[config.mk]
export PLATFORM = sky130hd
export DESIGN_NAME = tqvp_hx2003_pulse_receiver_flat
export DESIGN_NICKNAME = d
export VERILOG_FILES = /design/src/rtl/tqvp_hx2003_pulse_receiver_if.sv /design/src/rtl/tqvp_hx2003_pulse_receiver.sv /design/src/flat_wrapper.sv
export SDC_FILE = /design/constraint.sdc
export NUM_CORES = 1
export LEC_CHECK = 0
export CAP_MARGIN = 30
export CORE_MARGIN = 2
export CORE_UTILIZATION = 43
export CTS_BUF_LIST = sky130_fd_sc_hd__clkbuf_4 sky130_fd_sc_hd__clkbuf_8 sky130_fd_sc_hd__clkbuf_16
export CTS_CLUSTER_SIZE = 40
export DETAILED_ROUTE_END_ITERATION = 10
export GPL_ROUTABILITY_DRIVEN = 0
export SLEW_MARGIN = 20
export SYNTH_ARGS = -nofsm -noshare
export SYNTH_HDL_FRONTEND = slang
export SYNTH_SLANG_ARGS = --single-unit
[constraint.sdc]
create_clock -name clk -period 4.15 [get_ports clk]
set_input_delay 0.83 -clock clk [delete_from_list [all_inputs] [get_ports clk]]
set_output_delay 0.83 -clock clk [all_outputs]
set_load 0.01 [all_outputs]
[src/rtl/tqvp_hx2003_pulse_receiver_if.sv]
// TinyQV peripheral register bus between the CPU (master) and the pulse receiver (slave).
interface tqvp_hx2003_pulse_receiver_if;
    logic [5:0]  address;
    logic [31:0] data_in;
    logic [1:0]  data_write_n;
    logic [1:0]  data_read_n;
    logic [31:0] data_out;
    logic        data_ready;

    modport master (
        output address, data_in, data_write_n, data_read_n,
        input  data_out, data_ready
    );

    modport slave (
        input  address, data_in, data_write_n, data_read_n,
        output data_out, data_ready
    );
endinterface

[src/rtl/tqvp_hx2003_pulse_receiver.sv]
// Pulse-train receiver: records {level, duration} runs of one ui_in pin into a capture memory.
// Optional glitch filter compiled in with `define PULSE_RECEIVER_GLITCH_FILTER_EN.
module tqvp_hx2003_pulse_receiver #(
    parameter int NUM_ENTRIES = 16
) (
    input  logic                               clk,
    input  logic                               rst_n,
    input  logic [7:0]                         ui_in,
    output logic [7:0]                         uo_out,
    tqvp_hx2003_pulse_receiver_if.slave        bus,
    output logic                               user_interrupt
);
    localparam int AW = $clog2(NUM_ENTRIES);

    typedef enum logic [1:0] {IDLE, ARMED, CAPTURE, DONE} state_t;

    state_t      state_reg, state_next;
    logic [31:0] config_reg;
    logic [31:0] config_wmask;
    logic [4:0]  count_reg, count_next;
    logic        full_reg, full_next;
    logic        timeout_reg, timeout_next;
    logic        done_reg, done_next;
    logic        run_level_reg, run_level_next;
    logic [14:0] duration_reg, duration_next;
    logic [14:0] presc_reg, presc_next;
    logic        f_reg;
    logic        irq_reg;
    logic        done_pulse_reg;
    logic        done_enter;
    logic        mem_we;
    logic [15:0] mem [NUM_ENTRIES];
    logic [31:0] word [8];

    logic        cfg_write, start_rise, irq_clear;
    logic        invert, idle_level, irq_en;
    logic [2:0]  sel;
    logic [3:0]  prescale;
    logic [14:0] thresh;
    logic [5:0]  glitch_len;
    logic        s, f, f_edge, tick;
    logic [14:0] presc_mask, dur_inc;
    logic [1:0]  unused_read;

    assign invert     = config_reg[1];
    assign idle_level = config_reg[2];
    assign irq_en     = config_reg[3];
    assign sel        = config_reg[6:4];
    assign prescale   = config_reg[10:7];
    assign thresh     = config_reg[25:11];
    assign glitch_len = config_reg[31:26];
    assign unused_read = bus.data_read_n;

    assign cfg_write  = (bus.address == 6'h00) && (bus.data_write_n != 2'b11);
    // Start edge is taken from the write data so ARMED is reached in the write's own clock edge.
    assign start_rise = cfg_write && bus.data_in[0] && !config_reg[0];
    assign irq_clear  = (bus.address == 6'h10) && (bus.data_write_n != 2'b11) && bus.data_in[0];

    always_comb begin
        case (bus.data_write_n)
            2'b00:   config_wmask = 32'h0000_00FF;
            2'b01:   config_wmask = 32'h0000_FFFF;
            default: config_wmask = 32'hFFFF_FFFF;
        endcase
    end

    assign s = ui_in[sel] ^ invert;

`ifdef PULSE_RECEIVER_GLITCH_FILTER_EN
    logic       filt_reg;
    logic [5:0] glitch_cnt_reg;

    always_ff @(posedge clk or negedge rst_n) begin
        if (!rst_n) begin
            filt_reg       <= 1'b0;
            glitch_cnt_reg <= '0;
        end else if (s == filt_reg) begin
            glitch_cnt_reg <= '0;
        end else if (glitch_cnt_reg == glitch_len) begin
            filt_reg       <= s;
            glitch_cnt_reg <= '0;
        end else begin
            glitch_cnt_reg <= glitch_cnt_reg + 6'd1;
        end
    end
    assign f = filt_reg;
`else
    logic unused_glitch;
    assign unused_glitch = ^glitch_len;
    assign f = s;
`endif

    assign f_edge     = (f != f_reg);
    assign presc_mask = (15'd1 << prescale) - 15'd1;
    assign tick       = (presc_reg == presc_mask);
    // The cycle in which an edge is seen still belongs to the run that is ending.
    assign dur_inc    = (tick && duration_reg != 15'h7FFF) ? duration_reg + 15'd1 : duration_reg;

    always_comb begin
        state_next     = state_reg;
        count_next     = count_reg;
        full_next      = full_reg;
        timeout_next   = timeout_reg;
        done_next      = done_reg;
        run_level_next = run_level_reg;
        duration_next  = duration_reg;
        presc_next     = presc_reg;
        mem_we         = 1'b0;
        done_enter     = 1'b0;
        if (start_rise) begin
            state_next   = ARMED;
            count_next   = '0;
            full_next    = 1'b0;
            timeout_next = 1'b0;
            done_next    = 1'b0;
        end else if (!config_reg[0]) begin
            state_next = IDLE;
        end else begin
            case (state_reg)
                ARMED: begin
                    if (f != idle_level) begin
                        state_next     = CAPTURE;
                        run_level_next = f;
                        duration_next  = '0;
                        presc_next     = '0;
                    end
                end
                CAPTURE: begin
                    presc_next    = tick ? 15'd0 : presc_reg + 15'd1;
                    duration_next = dur_inc;
                    if (f_edge) begin
                        mem_we         = 1'b1;
                        count_next     = count_reg + 5'd1;
                        duration_next  = '0;
                        presc_next     = '0;
                        run_level_next = ~run_level_reg;
                        if (count_reg == 5'(NUM_ENTRIES - 1)) begin
                            full_next  = 1'b1;
                            done_next  = 1'b1;
                            state_next = DONE;
                            done_enter = 1'b1;
                        end
                    end else if (run_level_reg == idle_level && thresh != 15'd0 && dur_inc == thresh) begin
                        timeout_next = 1'b1;
                        done_next    = 1'b1;
                        state_next   = DONE;
                        done_enter   = 1'b1;
                    end
                end
                default: ;
            endcase
        end
    end

    always_ff @(posedge clk or negedge rst_n) begin
        if (!rst_n) begin
            state_reg      <= IDLE;
            config_reg     <= '0;
            count_reg      <= '0;
            full_reg       <= 1'b0;
            timeout_reg    <= 1'b0;
            done_reg       <= 1'b0;
            run_level_reg  <= 1'b0;
            duration_reg   <= '0;
            presc_reg      <= '0;
            f_reg          <= 1'b0;
            irq_reg        <= 1'b0;
            done_pulse_reg <= 1'b0;
        end else begin
            state_reg      <= state_next;
            count_reg      <= count_next;
            full_reg       <= full_next;
            timeout_reg    <= timeout_next;
            done_reg       <= done_next;
            run_level_reg  <= run_level_next;
            duration_reg   <= duration_next;
            presc_reg      <= presc_next;
            f_reg          <= f;
            done_pulse_reg <= done_enter && irq_en;
            if (cfg_write)
                config_reg <= (config_reg & ~config_wmask) | (bus.data_in & config_wmask);
            // A set arriving together with a clear wins.
            if (done_pulse_reg)
                irq_reg <= 1'b1;
            else if (irq_clear)
                irq_reg <= 1'b0;
        end
    end

    always_ff @(posedge clk) begin
        if (mem_we)
            mem[count_reg[AW-1:0]] <= {run_level_reg, dur_inc};
    end

    for (genvar gi = 0; gi < 8; gi++) begin : g_word
        if (2 * gi < NUM_ENTRIES) begin : g_used
            assign word[gi] = {mem[2*gi+1], mem[2*gi]};
        end else begin : g_empty
            assign word[gi] = '0;
        end
    end

    always_comb begin
        bus.data_out = '0;
        if (bus.address[5])
            bus.data_out = word[bus.address[4:2]];
        else if (bus.address == 6'h00)
            bus.data_out = config_reg;
        else if (bus.address == 6'h04)
            bus.data_out = {22'd0, count_reg, timeout_reg, full_reg, done_reg,
                            state_reg == CAPTURE, state_reg == ARMED};
    end

    assign bus.data_ready  = 1'b1;
    assign uo_out          = {4'd0, state_reg == CAPTURE, 3'd0};
    assign user_interrupt  = irq_reg;
endmodule

[src/flat_wrapper.sv]
// flat-port wrapper written by rule: the top's interface ports become plain ports
module tqvp_hx2003_pulse_receiver_flat 
#(
    parameter int NUM_ENTRIES = 16
)
  (clk, rst_n, ui_in, uo_out, user_interrupt, bus_address, bus_data_in, bus_data_write_n, bus_data_read_n, bus_data_out, bus_data_ready);
  tqvp_hx2003_pulse_receiver_if bus_i ();
  input  logic clk;
  input  logic rst_n;
  input  logic [7:0] ui_in;
  output logic [7:0] uo_out;
  output logic user_interrupt;
  input wire logic [$bits(bus_i.address)-1:0] bus_address;
  input wire logic [$bits(bus_i.data_in)-1:0] bus_data_in;
  input wire logic [$bits(bus_i.data_write_n)-1:0] bus_data_write_n;
  input wire logic [$bits(bus_i.data_read_n)-1:0] bus_data_read_n;
  output wire logic [$bits(bus_i.data_out)-1:0] bus_data_out;
  output wire logic [$bits(bus_i.data_ready)-1:0] bus_data_ready;
  assign bus_i.address = bus_address;
  assign bus_i.data_in = bus_data_in;
  assign bus_i.data_write_n = bus_data_write_n;
  assign bus_i.data_read_n = bus_data_read_n;
  assign bus_data_out = bus_i.data_out;
  assign bus_data_ready = bus_i.data_ready;
  tqvp_hx2003_pulse_receiver #(.NUM_ENTRIES(NUM_ENTRIES)) u_core (.clk(clk), .rst_n(rst_n), .ui_in(ui_in), .uo_out(uo_out), .bus(bus_i), .user_interrupt(user_interrupt));
endmodule
==> flow_summary.ini <==
[outcome]
status = finished, final reports clean

[setup_path]
end_kind = primary output
crit_type = in -> out
path_cells = clkdlybuf4s50_1 -> or4_1 -> nor3_4 -> buf_4 -> a22o_1 -> clkdlybuf4s50_1
cp_slowest_cell = or4_1
critical_path.max_fanout = 14
cp_data_arrival_time_ps = 3210
path_common_cell = clkdlybuf4s50_1
start_kind = input pin
regToRegSetupSlack_ps = 180
slowest_delay_ps = 630
crit_required_ps = 3320

[clock_tree]
htreeDepth = 2
path_clk_slew_ps = 50
cts_sinks = 332
tritoncts = built
cts_buffer_depth = 3
clock_latency_ps = 520
cts_buffers = 36
cts_hold_buf = 0
cts_root_buf = clkbuf_16

[routing]
firstDrtPassIters = 5
drc_errors = 0
routed_via_density = 5.70
ant_nets = 0
drtIter0Drc = 758
wire_per_inst_um = 22.8
wirelength_mm = 37.1
num_vias = 9299

[synthesis]
yosysTopAreaCellShare = 0.512
synth_most_common_cell = edfxtp_1
synthTopCellsByArea = edfxtp_1, dfrtp_1, mux4_2, mux2_2, o21ai_0
yosysSeqAreaShare = 0.639
post_synth_num_cell_types = 67
synth_cells = 1004
synth_top_cell_by_area = edfxtp_1
async_flop_share = 0.229
yosys-top-cells-count = edfxtp_1, dfrtp_1, mux4_2, mux2_2, nand2_1
ys_ff_latch = 332
yosysWarnings = 0
synth_flop_cell = edfxtp_1
synth_edf_count = 256
syn_area_per_cell_um2 = 15.0
synthesis.area_um2 = 15000

[placed_design]
portBuffers = 83
dp_hpwl_mm = 24.6
dpl-instance-area_um2 = 16900
pre_cts_slack_ps = -25.1

[flow_run]
drv_cap = 0

[timing]
drv_slew = 0
max_freq_mhz = 247
period_share = 0.974
min_period_ps = 4040
tightest_slew_ps = 823
holdWs_ps = 395
hold_viol = 0
timing.final.ws_setup_ps = 107
finalSetupTns_ps = 0
skew_ps = 20.2
relSlewSlack = 0.451
setup_viol = 0

[floorplanning]
die_x_um = 191
die_h_um = 191
core_um2 = 34500
die_area_um2 = 36400
ios = 94
start_util = 0.436
row_count = 68

[global_routing]
grt_usage = 0.206
overflow = 0
grt_pass1_vias = 9261
met3_usage = 0.0296
antenna_found_initial = 0
grt_use_met2 = 0.345
grt_max_degree = 62
grt-busiest-layer = met2
grt_util_met1 = 0.284
grt_pass1_wl_mm = 56.1

[power]
clkPwrFrac = 0.415
power_frac_seq = 0.479
power.density_nw_per_um2 = 423
power.switching_uw = 1780
combPwrFrac = 0.106
p_int_uw = 5910
swShare = 0.232
p_leak_uw = 0.00695
irDropWorstVdd_uv = 255

[cells_and_area]
area_growth_pct = 21.3
final_core_util = 0.528
finalNetCount = 1209
stdcell_area_um2 = 18200
largest_reg_flops = 256
drive_gt1_frac = 0.258

[worst_hold_path]
hold_class = in -> async
## cell usage in the layout (no fill, tap or decap), types with 36 or more instances in the layout
cell type	n
dfrtp_1	75
nand2_1	63
mux4_2	66
edfxtp_1	256
buf_4	74
nor2_1	39
clkdlybuf4s50_1	79
clkbuf_16	36
o21ai_0	50
mux2_2	63
## final timing paths
check                                       from                          to  depth (start not counted)
min                                        rst_n  asynchronous set/reset pin                          1
max reg2reg                                 flop         u_core.state_reg[0]                         16
max in group asynchronous                  rst_n      u_core.duration_reg[4]                          2
min in group clk           u_core.done_pulse_reg       u_core.user_interrupt                          1
min reg2reg                u_core.done_pulse_reg       u_core.user_interrupt                          1
max                               bus_address[1]            bus_data_out[19]                          6
## what timing repair did
action,4_1_cts,5_1_grt
pin swaps,1,7
endpoints found under the setup margin,5,7
gates resized for setup,1,7
buffers inserted,0,5
## power by group through the flow
stage	Combinational (uW)	Sequential [uW]	Clock, uW
after floorplan	512	3710	0
after global placement	775	3750	0
after detailed placement	783	3750	0
after CTS	791	3680	3270
after global routing	884	3690	3390
final	817	3690	3190
## metal layers
layer / share of wire / vias up
met5: 0 / -
li1: - / 4197
met3: 0.054 / 60
met4: 0.022 / 0
met1: 0.43 / 4775
met2: 0.49 / 267
## per-stage QoR
step / std cells / total power, uW
2_1_floorplan: 1010 / 4220
3_3_place_gp: 1559 / 4530
3_5_place_dp: 1559 / 4540
4_1_cts: 1624 / 7740
5_1_grt: 1629 / 7970
6_report: 1630 / 7690
## critical path, delay by kind of cell
kind	cells	cell delay, ps
buffers and inverters	3	1290
and+or+nand+nor	2	870
AOI/OAI and AO/OA	1	220
## final cells by class
cell class	instances	area, um2
fillers	2807	16300
flip-flops and latches	332	9590
multi-input cells	585	5160
repair buffers	168	1620
clock buffers	44	967
well taps	455	569
clock inverters	21	210
inverters	24	90.1
diodes	1	2.50
## logic make-up after synthesis
kind of cell / Yosys count / synth area share
other: 2 / 0.000500
xor gates and xnor gates: 35 / 0.0204
muxes: 134 / 0.150
AOI/OAI and AO/OA: 168 / 0.0769
adders and majority gates: 10 / 0.00833
buffers and inverters: 93 / 0.0257
DFF: 332 / 0.639
and+or+nand+nor: 230 / 0.0797
No activity file was read; power rests on OpenSTA's default activity.
